===== config.mk =====
export PLATFORM = sky130hd
export DESIGN_NAME = frame_dispatch
export DESIGN_NICKNAME = d
export VERILOG_FILES = /design/src/rtl/frame_dispatch_pkg.sv /design/src/rtl/frame_dispatch_stats.sv /design/src/rtl/frame_dispatch.sv
export SDC_FILE = /design/constraint.sdc
export NUM_CORES = 1
export LEC_CHECK = 0
export CAP_MARGIN = 40
export CORE_ASPECT_RATIO = 0.5
export CORE_UTILIZATION = 55
export CTS_CLUSTER_SIZE = 10
export DETAILED_ROUTE_END_ITERATION = 10
export PLACE_DENSITY = 0.95
export SLEW_MARGIN = 20
export SYNTH_ARGS = -nofsm -noshare
export SYNTH_HDL_FRONTEND = slang
export SYNTH_SLANG_ARGS = --single-unit

===== constraint.sdc =====
create_clock -name clk -period 2.78 [get_ports clk]
set_input_delay 0.834 -clock clk [delete_from_list [all_inputs] [get_ports clk]]
set_output_delay 0.834 -clock clk [all_outputs]
set_load 0.03 [all_outputs]

===== src/rtl/frame_dispatch_pkg.sv =====
// frame_dispatch_pkg: shared encodings for the frame dispatch stage.
// State encoding, default frame limit, header and pointer field positions.
package frame_dispatch_pkg;

  localparam int MAX_LEN_DEF = 1536;

  localparam logic [1:0] S_IDLE = 2'd0;
  localparam logic [1:0] S_HDR1 = 2'd1;
  localparam logic [1:0] S_BODY = 2'd2;
  localparam logic [1:0] S_DROP = 2'd3;

  // pointer word: {bad, 4'b0, cnt[10:0]}
  localparam int PTR_BAD_BIT = 15;
  localparam int PTR_CNT_MSB = 10;

  // header byte 0: {len[11:8], egress_portmap[3:0]}
  localparam int HDR_MAP_MSB    = 3;
  localparam int HDR_MAP_LSB    = 0;
  localparam int HDR_LEN_HI_MSB = 7;
  localparam int HDR_LEN_HI_LSB = 4;

  function automatic logic [15:0] mk_ptr(input logic bad, input logic [PTR_CNT_MSB:0] cnt);
    logic [15:0] p;
    p = '0;
    p[PTR_BAD_BIT] = bad;
    p[PTR_CNT_MSB:0] = cnt;
    return p;
  endfunction

endpackage


===== src/rtl/frame_dispatch_stats.sv =====
// dispatch_stats: ok/bad/drop frame counters, wrap at 2^32.
// Pulses are re-registered so each count moves one cycle after its event.
module dispatch_stats (
  input  logic        clk,
  input  logic        rst,
  input  logic        ok_p,
  input  logic        bad_p,
  input  logic        drop_p,
  output logic [31:0] stat_ok,
  output logic [31:0] stat_bad,
  output logic [31:0] stat_drop
);

  logic ok_q, bad_q, drop_q;

  // delay event pulses one cycle, then accumulate
  always_ff @(posedge clk) begin
    if (rst) begin
      ok_q      <= 1'b0;
      bad_q     <= 1'b0;
      drop_q    <= 1'b0;
      stat_ok   <= '0;
      stat_bad  <= '0;
      stat_drop <= '0;
    end else begin
      ok_q      <= ok_p;
      bad_q     <= bad_p;
      drop_q    <= drop_p;
      stat_ok   <= stat_ok   + {31'd0, ok_q};
      stat_bad  <= stat_bad  + {31'd0, bad_q};
      stat_drop <= stat_drop + {31'd0, drop_q};
    end
  end

endmodule


===== src/rtl/frame_dispatch.sv =====
// frame_dispatch: replicates a tagged frame body into selected egress
// queues and commits one pointer per queue at end of frame.
// Optional FRAME_DISPATCH_STATS_EN adds ok/bad/drop frame counters.
module frame_dispatch
  import frame_dispatch_pkg::*;
#(
  parameter int MAX_LEN = MAX_LEN_DEF
) (
  input  logic        clk,
  input  logic        rst,
  input  logic        sof,
  input  logic        dv,
  input  logic [7:0]  data,
  output logic        bp0,
  output logic        bp1,
  output logic        bp2,
  output logic        bp3,
  input  logic [3:0]  q_space_ok,
  output logic [7:0]  q_din,
  output logic [3:0]  q_wr,
  output logic [15:0] q_ptr_din,
  output logic [3:0]  q_ptr_wr
`ifdef FRAME_DISPATCH_STATS_EN
  ,
  output logic [31:0] stat_ok,
  output logic [31:0] stat_bad,
  output logic [31:0] stat_drop
`endif
);

  localparam logic [11:0] MAX_CNT = 12'(MAX_LEN);

  logic [1:0]  state;
  logic [3:0]  mask, len_hi, bp_r;
  logic [11:0] cnt, len;
  logic        bad;
  logic        hdr_load, fin_bad;

  // header byte 0 is accepted from IDLE and also from BODY (back-to-back sof)
  assign hdr_load = sof && dv && (state == S_IDLE || state == S_BODY);
  assign fin_bad  = bad || (cnt != len);

  assign bp0 = bp_r[0];
  assign bp1 = bp_r[1];
  assign bp2 = bp_r[2];
  assign bp3 = bp_r[3];

  // dispatch FSM, egress datapath and backpressure register
  always_ff @(posedge clk) begin
    if (rst) begin
      state     <= S_IDLE;
      mask      <= '0;
      len_hi    <= '0;
      len       <= '0;
      cnt       <= '0;
      bad       <= 1'b0;
      q_din     <= '0;
      q_wr      <= '0;
      q_ptr_din <= '0;
      q_ptr_wr  <= '0;
      bp_r      <= 4'hF;
    end else begin
      q_wr     <= '0;
      q_ptr_wr <= '0;
      bp_r     <= ~q_space_ok;
      // mask frozen here; later q_space_ok changes don't touch this frame
      if (hdr_load) begin
        mask   <= data[HDR_MAP_MSB:HDR_MAP_LSB] & q_space_ok;
        len_hi <= data[HDR_LEN_HI_MSB:HDR_LEN_HI_LSB];
        cnt    <= '0;
        bad    <= 1'b0;
      end
      case (state)
        S_IDLE: if (hdr_load) state <= S_HDR1;
        S_HDR1: begin
          if (dv) begin
            len   <= {len_hi, data};
            state <= (mask == 4'd0) ? S_DROP : S_BODY;
          end else begin
            state <= S_IDLE;
          end
        end
        S_BODY: begin
          if (dv && sof) begin
            // cut-off frame is committed bad while the new header is latched
            q_ptr_wr  <= mask;
            q_ptr_din <= mk_ptr(1'b1, cnt[PTR_CNT_MSB:0]);
            state     <= S_HDR1;
          end else if (dv) begin
            q_din <= data;
            if (cnt < MAX_CNT) begin
              q_wr <= mask;
              cnt  <= cnt + 12'd1;
            end else begin
              bad <= 1'b1;
            end
          end else begin
            q_ptr_wr  <= mask;
            q_ptr_din <= mk_ptr(fin_bad, cnt[PTR_CNT_MSB:0]);
            state     <= S_IDLE;
          end
        end
        S_DROP: if (!dv) state <= S_IDLE;
        default: state <= S_IDLE;
      endcase
    end
  end

`ifdef FRAME_DISPATCH_STATS_EN
  logic ev_ok, ev_bad, ev_drop;

  // one-cycle event strobes aligned with the committing/dropping edge
  always_comb begin
    ev_drop = (state == S_HDR1) && (!dv || mask == 4'd0);
    ev_ok   = (state == S_BODY) && !dv && !fin_bad;
    ev_bad  = (state == S_BODY) && ((dv && sof) || (!dv && fin_bad));
  end

  dispatch_stats u_stats (
    .clk       (clk),
    .rst       (rst),
    .ok_p      (ev_ok),
    .bad_p     (ev_bad),
    .drop_p    (ev_drop),
    .stat_ok   (stat_ok),
    .stat_bad  (stat_bad),
    .stat_drop (stat_drop)
  );
`endif

endmodule

==> metrics.yaml <==
synth:
  synth_edf_count: 0
  synth_compound_area_share_pct: 12.6
  avgSynthCellArea_um2: 8.41
  synth_sequential_area_ratio_pct: 48.6
  synth_xor_xnor_area_share_pct: 4.13
  yosys.area_share.simple_pct: 24.1
  synth_cell_types: 44
  synth_top_family_by_area: "simple AND/OR/NAND/NOR gates"
  synth_flop_cell: "dfxtp_1"
  syn_inst: 328
  synthArstFlopShare_pct: 0
  synthMuxAreaShare_pct: 4.36
  synthAdderAreaFrac_pct: 0.454
  yosys_register_bits: 67
  yosys_warnings: 0
  syn-cell-area_mm2: 0.00276
finish:
  stdcell_count: 441
  final_util_pct: 75.2
  area_growth_pct: 25.2
  n_fill_cell: 317
  design_area_mm2: 0.00345
  diodes: 0
  drive_above_1_share_pct: 7.47
  final_nets: 387
placement:
  place_area_mm2: 0.00328
  place_inst: 425
  io_buffer_count: 47
  post-dp-hpwl_mm: 5.04
  routabilityCongestion: 1.11
critical_path:
  worstSetupPathType: "in2reg"
  r2r_slack_ns: 0.99
  arrival_ns: 2.57
  path_max_fanout: 9
  critPathLaunchType: "input pin"
  r2r_start: "cnt[1]"
  crit_path_end_kind: "flip-flop"
  crit_path_start: "sof"
  required_ns: 3.07
floorplanning:
  io_pins: 52
  die_area_mm2: 0.00532
  initial_core_util_pct: 60.0
  die_w_um: 102
  core_mm2: 0.00459
  rows: 17
  dieHeight_um: 52.1
clock_tree:
  hold_buffers: 0
  cts_setup_buffers: 0
  cts_resized: 0
  clk_latency_ns: 0.35
  clk_pin_slew_ns: 0.07
  cts_tree: "built"
  cts_root_buffer: "clkbuf_8"
  h-tree-depth: 3
  clock-sinks: 67
  cts_buffer_depth: 2
  cts_made_buffers: 9
grt:
  antenna_found_initial: 0
  grt_first_pass_wirelength_mm: 12.2
  grt_usage_pct: 31.3
  grt_pass1_vias: 2430
  grt_max_degree: 46
  grt-ovfl-total: 0
detailed_routing:
  drtIter0Drc: 353
  avgRoutedWirePerCell_um: 17.2
  vias: 2651
  drt_wl_total_mm: 7.57
  ant_nets: 0
  via_per_inst: 6.01
  drc_errors: 0
  dr.pass1.iters: 5
power:
  ir_worst_vdd_mv: 0.374
  power.leakage_nw: 1.32
  power_mw: 1.84
  powerDensity_mw_per_mm2: 533
sta:
  max_freq_mhz: 439
  drv_slew: 0
  tns_ns: 0
  finalHoldViolCount: 0
  period_needed_ns: 2.28
  fin_crit_sh_pct: 81.9
  setup_violations: 0
  skew_ns: 0.00661
  grt_setup_unrepaired: "false"
run_status:
  status: "finished clean"
min_path:
  min_path_type: "reg2reg"
  worstHoldStart: "q_ptr_din[6]"
run:
  maxCapViolations: 0
==> worst paths after layout <==
path                  end  cells past startpoint
min          q_ptr_din[6]                      2
min reg2reg  q_ptr_din[6]                      2
max reg2reg       cnt[10]                      5
max                cnt[6]                      5
==> cells in the mapped netlist, types with 2 or more instances <==
cell type	instances	share of area, %
o21ai_0	6	1.1
inv_1	5	0.68
dfxtp_1	67	49
a211oi_1	3	0.82
o31ai_1	3	0.82
and3_1	9	2.0
buf_2	8	1.5
or4_1	2	0.54
clkbuf_1	17	2.3
xnor2_1	13	4.1
nor3_1	4	0.73
nand3_1	15	2.7
nand2_1	64	8.7
buf_4	4	1.1
nand4_1	3	0.68
o31a_1	2	0.64
and2_1	2	0.45
nor2_1	27	3.7
nor4_1	5	1.1
a21oi_1	34	6.2
mux2i_1	12	4.4
==> critical path: stages <==
cell and delay (ns):
clkdlybuf4s50_1 0.56, and4bb_2 0.40, nand3_1 0.15, or4_1 0.54, nand3_1 0.08
==> through the flow <==
step	hold slack [ns]	worst slack, ns
2_1_floorplan	0.436	0.842
3_3_place_gp	0.442	0.277
3_5_place_dp	0.450	0.216
4_1_cts	0.461	0.546
5_1_grt	0.470	0.395
6_report	0.459	0.502
==> flip-flops by register name, indices dropped and copies added (netlist names) <==
| register | flops |
|---|---|
| q_wr | 4 |
| q_din | 8 |
| len_hi | 4 |
| bp_r | 4 |
| len | 12 |
| bad | 1 |
| q_ptr_wr | 4 |
| state | 2 |
| mask | 4 |
| cnt | 12 |
| q_ptr_din | 12 |
==> per-layer routing <==
layer / GRT usage, % / wire length, um / share of wire (%)
met1: 38.3 / 2870 / 38
met5: 0 / 0 / 0
met3: 9.01 / 882 / 12
met2: 50.7 / 3540 / 47
met4: 16.2 / 280 / 3.7
==> cells by family after synthesis <==
| family | after synthesis |
|---|---|
| XOR/XNOR | 13 |
| adder cells (fa/ha/maj) | 1 |
| buffers and inverters | 34 |
| flip-flops | 67 |
| AND/OR/NAND/NOR | 142 |
| multiplexers | 12 |
| other | 1 |
| AO/OA/AOI/OAI | 58 |
==> where the power goes <==
part	switching (mW)	internal (mW)	total (mW)
logic	0.0792	0.0545	0.134
clock network	0.377	0.347	0.724
registers	0.0108	0.972	0.983
total	0.467	1.37	1.84
==> cells in the final DEF, fill, tap and decap left out, types with 2 or more instances in the layout <==
cell              n
a211oi_1          3
a21oi_1          34
and2_1            2
and3_1            9
buf_4             9
clkbuf_8         10
clkdlybuf4s50_1  47
clkinv_2          3
conb_1            4
dfxtp_1          67
inv_1             5
mux2i_1          12
nand2_1          64
nand3_1          15
nand4_1           3
nor2_1           27
nor3_1            4
nor4_1            5
o21ai_0           6
o31a_1            2
o31ai_1           3
or4_1             2
xnor2_1          13
==> final cells by class <==
type	count	area (um2)	area share, %
multi-input cells	230	1270	36.9
clock buffers	10	138	3.99
repair buffers	57	558	16.2
well taps	66	82.6	2.39
clock inverters	6	40.0	1.16
flip-flops and latches	67	1340	38.8
inverters	5	18.8	0.543
(Power assumes the default switching activity.)
